[src/rtl/result_serializer_pkg.sv]
// Shared calculator package: matrix geometry and serializer state encoding.
package result_serializer_pkg;

    localparam int unsigned CALC_DIM    = 3;
    localparam int unsigned CALC_ELEM_W = 16;

    localparam logic [0:0] ST_IDLE = 1'b0;
    localparam logic [0:0] ST_SEND = 1'b1;

endpackage

[src/rtl/result_serializer.sv]
// Captures a DIM x DIM calculator result and streams it out row-major over valid/ready.
module result_serializer
    import result_serializer_pkg::*;
#(
    parameter int unsigned DIM    = CALC_DIM,
    parameter int unsigned ELEM_W = CALC_ELEM_W
) (
    input  logic                      Clock,
    input  logic                      reset,
    input  logic [DIM*DIM*ELEM_W-1:0] Result,
    input  logic                      done,
    output logic [ELEM_W-1:0]         out_data,
    output logic                      out_valid,
    input  logic                      out_ready,
    output logic [1:0]                out_row,
    output logic [1:0]                out_col,
    output logic                      out_last,
    output logic                      busy,
    output logic                      overrun
);

    localparam int unsigned NUM_ELEM = DIM * DIM;
    localparam int unsigned BUS_W    = NUM_ELEM * ELEM_W;
    localparam int unsigned BASE_W   = $clog2(BUS_W);

    logic [0:0]        state_q, state_d;
    logic [1:0]        row_q, row_d;
    logic [1:0]        col_q, col_d;
    logic [BUS_W-1:0]  shadow_q, shadow_d;
    logic              overrun_q, overrun_d;
    logic [ELEM_W-1:0] out_data_q, out_data_d;
    logic [1:0]        out_row_q, out_row_d;
    logic [1:0]        out_col_q, out_col_d;
    logic              out_last_q, out_last_d;
    logic              xfer;
    logic              at_last;
    logic              capture;
    logic [BASE_W-1:0] base;

    // Next-state, index advance, capture/overrun decisions and next output values.
    always_comb begin
        state_d    = state_q;
        row_d      = row_q;
        col_d      = col_q;
        shadow_d   = shadow_q;
        overrun_d  = overrun_q;
        capture    = 1'b0;
        xfer       = (state_q == ST_SEND) && out_ready;
        at_last    = (row_q == 2'(DIM - 1)) && (col_q == 2'(DIM - 1));

        case (state_q)
            ST_IDLE: begin
                if (done) begin
                    capture = 1'b1;
                end
            end
            ST_SEND: begin
                if (xfer && at_last) begin
                    // A done landing on the final transfer chains straight into the next matrix.
                    if (done) begin
                        capture = 1'b1;
                    end else begin
                        state_d = ST_IDLE;
                        row_d   = 2'd0;
                        col_d   = 2'd0;
                    end
                end else begin
                    if (xfer) begin
                        if (col_q == 2'(DIM - 1)) begin
                            col_d = 2'd0;
                            row_d = row_q + 2'd1;
                        end else begin
                            col_d = col_q + 2'd1;
                        end
                    end
                    if (done) begin
                        overrun_d = 1'b1;
                    end
                end
            end
            default: begin
                state_d = ST_IDLE;
            end
        endcase

        if (capture) begin
            shadow_d = Result;
            row_d    = 2'd0;
            col_d    = 2'd0;
            state_d  = ST_SEND;
        end

        // Outputs are registered from next-state values so they line up with state_q.
        base       = BASE_W'((32'(row_d) * DIM + 32'(col_d)) * ELEM_W);
        out_data_d = '0;
        out_row_d  = 2'd0;
        out_col_d  = 2'd0;
        out_last_d = 1'b0;
        if (state_d == ST_SEND) begin
            out_data_d = shadow_d[base +: ELEM_W];
            out_row_d  = row_d;
            out_col_d  = col_d;
            out_last_d = (row_d == 2'(DIM - 1)) && (col_d == 2'(DIM - 1));
        end
    end

    // Control state and registered outputs with synchronous reset.
    always_ff @(posedge Clock) begin
        if (reset) begin
            state_q    <= ST_IDLE;
            row_q      <= 2'd0;
            col_q      <= 2'd0;
            overrun_q  <= 1'b0;
            out_data_q <= '0;
            out_row_q  <= 2'd0;
            out_col_q  <= 2'd0;
            out_last_q <= 1'b0;
        end else begin
            state_q    <= state_d;
            row_q      <= row_d;
            col_q      <= col_d;
            overrun_q  <= overrun_d;
            out_data_q <= out_data_d;
            out_row_q  <= out_row_d;
            out_col_q  <= out_col_d;
            out_last_q <= out_last_d;
        end
    end

    // Shadow copy of the result; contents are don't-care until the first capture.
    always_ff @(posedge Clock) begin
        shadow_q <= shadow_d;
    end

    assign out_data  = out_data_q;
    assign out_row   = out_row_q;
    assign out_col   = out_col_q;
    assign out_last  = out_last_q;
    assign out_valid = (state_q == ST_SEND);
    assign busy      = (state_q == ST_SEND);
    assign overrun   = overrun_q;

endmodule

[config.mk]
export PLATFORM = sky130hd
export DESIGN_NAME = result_serializer
export DESIGN_NICKNAME = d
export VERILOG_FILES = /design/src/rtl/result_serializer_pkg.sv /design/src/rtl/result_serializer.sv
export SDC_FILE = /design/constraint.sdc
export NUM_CORES = 1
export LEC_CHECK = 0
export CAP_MARGIN = 40
export CORE_ASPECT_RATIO = 0.6
export CORE_MARGIN = 2
export CORE_UTILIZATION = 55
export DETAILED_ROUTE_END_ITERATION = 7
export GPL_ROUTABILITY_DRIVEN = 0
export GPL_TIMING_DRIVEN = 0
export PLACE_DENSITY = 0.86
export SKIP_LAST_GASP = 1
export SYNTH_ARGS = -nofsm -noshare
export SYNTH_HDL_FRONTEND = slang
export SYNTH_SLANG_ARGS = --single-unit
[constraint.sdc]
create_clock -name Clock -period 9.6 [get_ports Clock]
set_input_delay 1.92 -clock Clock [delete_from_list [all_inputs] [get_ports Clock]]
set_output_delay 1.92 -clock Clock [all_outputs]
set_load 0.05 [all_outputs]
==> flow_summary.toml, run 1 <==
[status]
status = "complete, no violations"

[setup_path]
critPathMaxStageDelay_ns = 0.72
rr_worst_depth = 17
cp_max_fo = 10
required_ns = 9.92
cp_cell_sequence = "buf_2, clkbuf_1, nand2b_1, clkbuf_1, a31oi_1, inv_1, fa_1, ha_1, inv_1, fa_1, clkbuf_1, nor2_1, and2_1, buf_2, o221ai_1, o21ai_0, nor4_1, a211oi_1"
endpoint_kind = "flip-flop"
crit_cells = 18
critical_path_buf_inv_count = 7
crit_arrival_ns = 7.44
critPathLaunchType = "input port"
path_delay_family = "buffers and inverters"
crit_type = "in -> reg"
cpMaxStageDelayCell = "nor2_1"
path_common_cell = "clkbuf_1"

[drt]
routedWlPerCell_um = 22.9
drc_errors = 0
route.met3.wl_um = 3960
wl_met2_um = 10600
firstDrtPassIters = 8
wl_met1_um = 10300
wl_um = 25700
top_layer = "met4"
drt-vias-per-instance = 6.28
vias = 7041
initialDrtViolationCount = 988
ant_nets = 0

[final_layout]
insertedDiodeCount = 0
final_common_cell = "dfxtp_1"
area_growth_syn_to_layout_pct = 32.7
mostFrequentLayoutCells = "171 x dfxtp_1, 170 x clkdlybuf4s50_1, 136 x mux2_2, 37 x a21oi_1, 29 x clkbuf_1"
layout-drive-gt1-share = 0.222
nets = 1070
fin_area_um2 = 10300

[pwr]
power.density_nw_per_um2 = 187
ir_worst_vdd_mv = 0.118
leakagePower_nw = 4.05

[sta]
max_freq_mhz = 140
skew_ns = 0.00966
slew_headroom = 0.395
hold_viol = 0
fin_crit_sh = 0.742
hold-worst-slack_ns = 0.475
slew_viol_final = 0
fin_crit_ns = 7.12
setup_violations = 0
tns_ns = 0
tightest_slew_ns = 0.899
rsz0062_at_grt = "false"

[yosys]
synthAdderAreaFrac = 0.0117
synthXorXnorAreaFrac = 0
synth-edff-count = 0
synth_cell_types = 62
synth_largest_area_cell = "dfxtp_1"
ys_dominant_reg_cell = "dfxtp_1"
yosys.area_share.simple = 0.108
synth_top_family_by_area = "multiplexers"
ys_ff_latch = 171
yosysTopAreaCellShare = 0.443
netlist_top_cells_area = "dfxtp_1 44%, mux2_2 20%, mux2i_1 3.0%, a21oi_1 2.4%, a22o_1 2.3%"
synth_nets = 881
yosysWarningCount = 0
ys_seq_area_frac = 0.443
synthCells = 727
synth-compound-area-share = 0.149
synthMuxAreaShare = 0.233
synthArstFlopShare = 0
avgSynthCellArea_um2 = 10.6
synth_area_um2 = 7730

[clock_network]
cts_root_buffer = "clkbuf_16"
holdBufCountCts = 0
clk_pin_slew_ns = 0.07
cts_resized = 0
postCtsSetupBuffers = 0
cts_tree = "built"
cts_made_buffers = 17
clock_path_buffers = 2
cts-htree-levels = 4
clock-sinks = 171
clock_latency_ns = 0.43

[grt]
antenna_found_initial = 0
gr-total-overflow = 0
grt_max_degree = 19
grt_pass1_wl_um = 37500
grt_pass1_vias = 6479
grt_use_total = 0.337

[flow_run]
cap_viol_max_count = 0

[floorplan]
core_um2 = 13700
ios = 172
die_h_um = 95.8
num_rows = 33
chipWidth_um = 157
start_util = 0.565
die-area_um2 = 15000

[placed_design]
hpwlAfterDp_um = 18400
placed_area_um2 = 9670
portBuffers = 170

[worst_hold_path]
min_path_type = "reg -> reg"
hold_depth = 1
==> per-stage QoR <==
stage | setup slack [ns] | util | std cells | power (mW)
2_1_floorplan | 3.82 | - | 727 | 1.08
3_3_place_gp | 2.52 | 0.707 | 1089 | 1.22
3_5_place_dp | 2.49 | 0.707 | 1089 | 1.24
4_1_cts | 2.80 | 0.750 | 1121 | 1.90
5_1_grt | 2.40 | 0.750 | 1121 | 1.97
6_report | 2.48 | 0.750 | 1121 | 1.92
==> flip-flops by register name (all words and copies together) (netlist names) <==
name and count:
overrun 1, out_row 2, shadow_q 144, row_q 2
busy 1, out_data 16, col_q 2, out_col 2
out_last 1
==> final cells by class <==
type                    instances  area, µm²
plain buffers                  60        355
clock buffers                  18        439
clock inverters                14        148
fillers                       915       3410
inverters                      18       67.6
multi-input cells             478       3880
flip-flops and latches        171       3420
well taps                     192        240
repair buffers                170       1700
==> cell usage after synthesis, drive strengths merged (8+ instances only) <==
master	count
a211oi	9
a21oi	37
a221oi	13
a22o	20
a31oi	12
and2	10
and3	9
buf	31
clkbuf	29
dfxtp	171
inv	18
mux2	139
mux2i	23
nand2	21
nand3	28
nand3b	12
nor2	26
nor3	10
o21ai	10
o221ai	8
o22ai	10
or3	13
==> final timing paths <==
| path | slack, ns | start | to |
|---|---|---|---|
| setup / recovery | 2.48 | done | out_data[13] |
| hold reg to reg | 0.47 | shadow_q[59] | shadow_q[59] |
| hold / removal | 0.47 | shadow_q[59] | shadow_q[59] |
| setup reg to reg | 3.73 | busy | out_data[13] |
==> per-layer routing <==
layer / vias up / track usage
li1: 3089 / -
met3: 86 / 0.0950
met4: 0 / 0.110
met1: 3288 / 0.466
met2: 578 / 0.514
met5: - / 0
==> cell families (layout without fill, tap and decap cells) <==
group,count (synthesis),in the layout
adder cells (fa/ha/maj),6,6
flip-flops,171,171
buffers and inverters,78,280
AO/OA/AOI/OAI,157,157
multiplexers,162,162
AND/OR/NAND/NOR,153,153
==> where the power goes <==
part / leakage (nW) / total (mW) / switching, mW / internal (mW)
combinational: 2.33 / 0.388 / 0.190 / 0.198
clock: 0.282 / 0.679 / 0.325 / 0.354
sequential: 1.44 / 0.851 / 0.0388 / 0.812
Note: power is estimated with default switching activity, not from simulation.
==> run 2: changes to the inputs <==
--- a/config.mk
+++ b/config.mk
@@ -8,11 +8,11 @@
 export CAP_MARGIN = 40
 export CORE_ASPECT_RATIO = 0.6
 export CORE_MARGIN = 2
-export CORE_UTILIZATION = 55
+export CORE_UTILIZATION = 46
 export DETAILED_ROUTE_END_ITERATION = 7
 export GPL_ROUTABILITY_DRIVEN = 0
 export GPL_TIMING_DRIVEN = 0
-export PLACE_DENSITY = 0.86
+export PLACE_DENSITY = 0.77
 export SKIP_LAST_GASP = 1
 export SYNTH_ARGS = -nofsm -noshare
 export SYNTH_HDL_FRONTEND = slang
==> constraint.sdc (replaced) <==
create_clock -name Clock -period 6.1 [get_ports Clock]
set_input_delay 1.22 -clock Clock [delete_from_list [all_inputs] [get_ports Clock]]
set_output_delay 1.22 -clock Clock [all_outputs]
set_load 0.05 [all_outputs]
==> run 2 against run 1 <==
  * Setup slack got worse by 2.4 ns
  * Count of clock-buffer cells in the layout unchanged
  * Die area increased by 19%
  * Critical endpoint is now out_data[4]
  * Register-to-register slack got worse by 3.3 ns
  * Combinational power increased by 56%
  * Sequential power increased by 57%
  * Largest cell class unchanged
  * Non-clock buffer count unchanged
  * Largest power group unchanged
  * Highest routed layer unchanged
  * Routed wire length decreased by 1.3%
  * Core utilization decreased by 12 points
  * Flip-flop and latch count unchanged
==> flow_summary.toml, run 2 (same netlist as run 1, synthesis figures left out) <==
[setup_path]
required_ns = 6.45
critPathMaxStageDelay_ns = 0.57
cpMaxStageDelayCell = "fa_1"
cp_max_fo = 10
path_delay_family = "buffers and inverters"
critical_path_buf_inv_count = 7
critPathLaunchType = "input port"
crit_type = "in -> reg"
crit_arrival_ns = 6.38
endpoint_kind = "flip-flop"
cp_cell_sequence = "buf_2, clkbuf_1, nand2b_1, clkbuf_1, a31oi_1, inv_1, fa_1, ha_1, inv_1, fa_1, clkbuf_2, nor2_2, and2_1, buf_2, o221ai_1, o21ai_0, a21oi_1, a21oi_1"

[clock_network]
clk_pin_slew_ns = 0.07
cts-htree-levels = 4
cts_made_buffers = 17
cts_tree = "built"
clock-sinks = 171
clock_path_buffers = 2
clock_latency_ns = 0.43
cts_root_buffer = "clkbuf_16"
holdBufCountCts = 0

[placed_design]
portBuffers = 170
dp.cells = 1125
placed_area_um2 = 9710
hpwlAfterDp_um = 18800

[grt]
grt_max_degree = 19
gr-total-overflow = 0
antenna_found_initial = 1
grt_use_total = 0.281
grt_pass1_vias = 6491
grt_pass1_wl_um = 37500

[floorplan]
start_util = 0.473
core_um2 = 16400
die-area_um2 = 17900
chipWidth_um = 171
num_rows = 36
ios = 172
die_h_um = 104

[sta]
fin_crit_ns = 6.02
rsz0062_at_grt = "true"
hold-worst-slack_ns = 0.463
tns_ns = 0
tightest_slew_ns = 0.781
skew_ns = 0.0113
slew_viol_final = 0
max_freq_mhz = 166
slew_headroom = 0.479
setup_violations = 0
fin_crit_sh = 0.987
hold_viol = 0

[pwr]
ir_worst_vdd_mv = 0.160
leakagePower_nw = 4.06
power.density_nw_per_um2 = 292

[drt]
routedWlPerCell_um = 21.9
firstDrtPassIters = 7
wl_um = 25400
initialDrtViolationCount = 875
drt-vias-per-instance = 5.92
vias = 6860
drc_errors = 0
ant_nets = 0

[final_layout]
layout-drive-gt1-share = 0.226
instances_no_fill = 1158
nets = 1070
largest_reg_flops = 144
final_common_cell = "dfxtp_1"
area_growth_syn_to_layout_pct = 33.6
top_register = "shadow_q"
mostFrequentLayoutCells = "171 x dfxtp_1, 170 x clkdlybuf4s50_1, 136 x mux2_2, 37 x a21oi_1, 28 x nand3_1"
fin_area_um2 = 10300

[worst_hold_path]
min_path_type = "reg -> reg"

[status]
status = "complete, no violations"

[flow_run]
cap_viol_max_count = 0
==> run 2: repair_timing <==
item	in CTS	in global routing
endpoints found under the hold margin	0	0
cloned	0	0
setup buffers	0	0
gates resized for setup	1	6
endpoints found under the setup margin	1	10
==> run 2: per-stage QoR <==
stage | util | setup WS, ns | total power [mW]
5_1_grt | 0.631 | -0.0279 | 3.11
3_3_place_gp | 0.594 | -0.297 | 1.93
4_1_cts | 0.631 | 0.0609 | 3.00
6_report | 0.631 | 0.0780 | 3.01
3_5_place_dp | 0.594 | -0.425 | 1.95
2_1_floorplan | - | 1.02 | 1.71
==> run 2: final cells by class <==
type                            instances  area (µm²)
Inverter                               18        67.6
Tap cell                              228         285
Fill cell                            1346        6030
Multi-Input combinational cell        478        3890
Buffer                                 60         358
Antenna cell                            1        2.50
Sequential cell                       171        3420
Clock buffer                           18         439
Clock inverter                         14         153
Timing Repair Buffer                  170        1700
==> run 2: path summary, 6_finish.rpt <==
check | start | to | slack [ns] | cells after the start
min | shadow_q[140] | shadow_q[140] | 0.46 | 2
max reg2reg | busy | out_data[4] | 0.47 | 17
min reg2reg | shadow_q[140] | shadow_q[140] | 0.46 | 2
max | done | out_data[4] | 0.08 | 18
==> run 2: routing by layer <==
metal | up-vias | track usage | routed length (µm)
met3 | 40 | 0.0890 | 3470
met4 | 0 | 0.0690 | 385
met1 | 3264 | 0.413 | 11400
li1 | 3071 | - | -
met5 | - | 0 | 0
met2 | 485 | 0.394 | 10100
==> run 2: report_power, final <==
group	internal, mW	total (mW)	leakage, nW	switching, mW
Sequential	1.28	1.34	1.44	0.0585
Clock	0.558	1.07	0.283	0.514
Combinational	0.312	0.606	2.34	0.294
Total	2.15	3.01	4.06	0.866
==> run 2: worst min-delay path: cells and delay by family, from the launching register on <==
family | cells | cell delay (ns)
mux | 1 | 0.08
flops | 1 | 0.31
buf+inv | 1 | 0.05
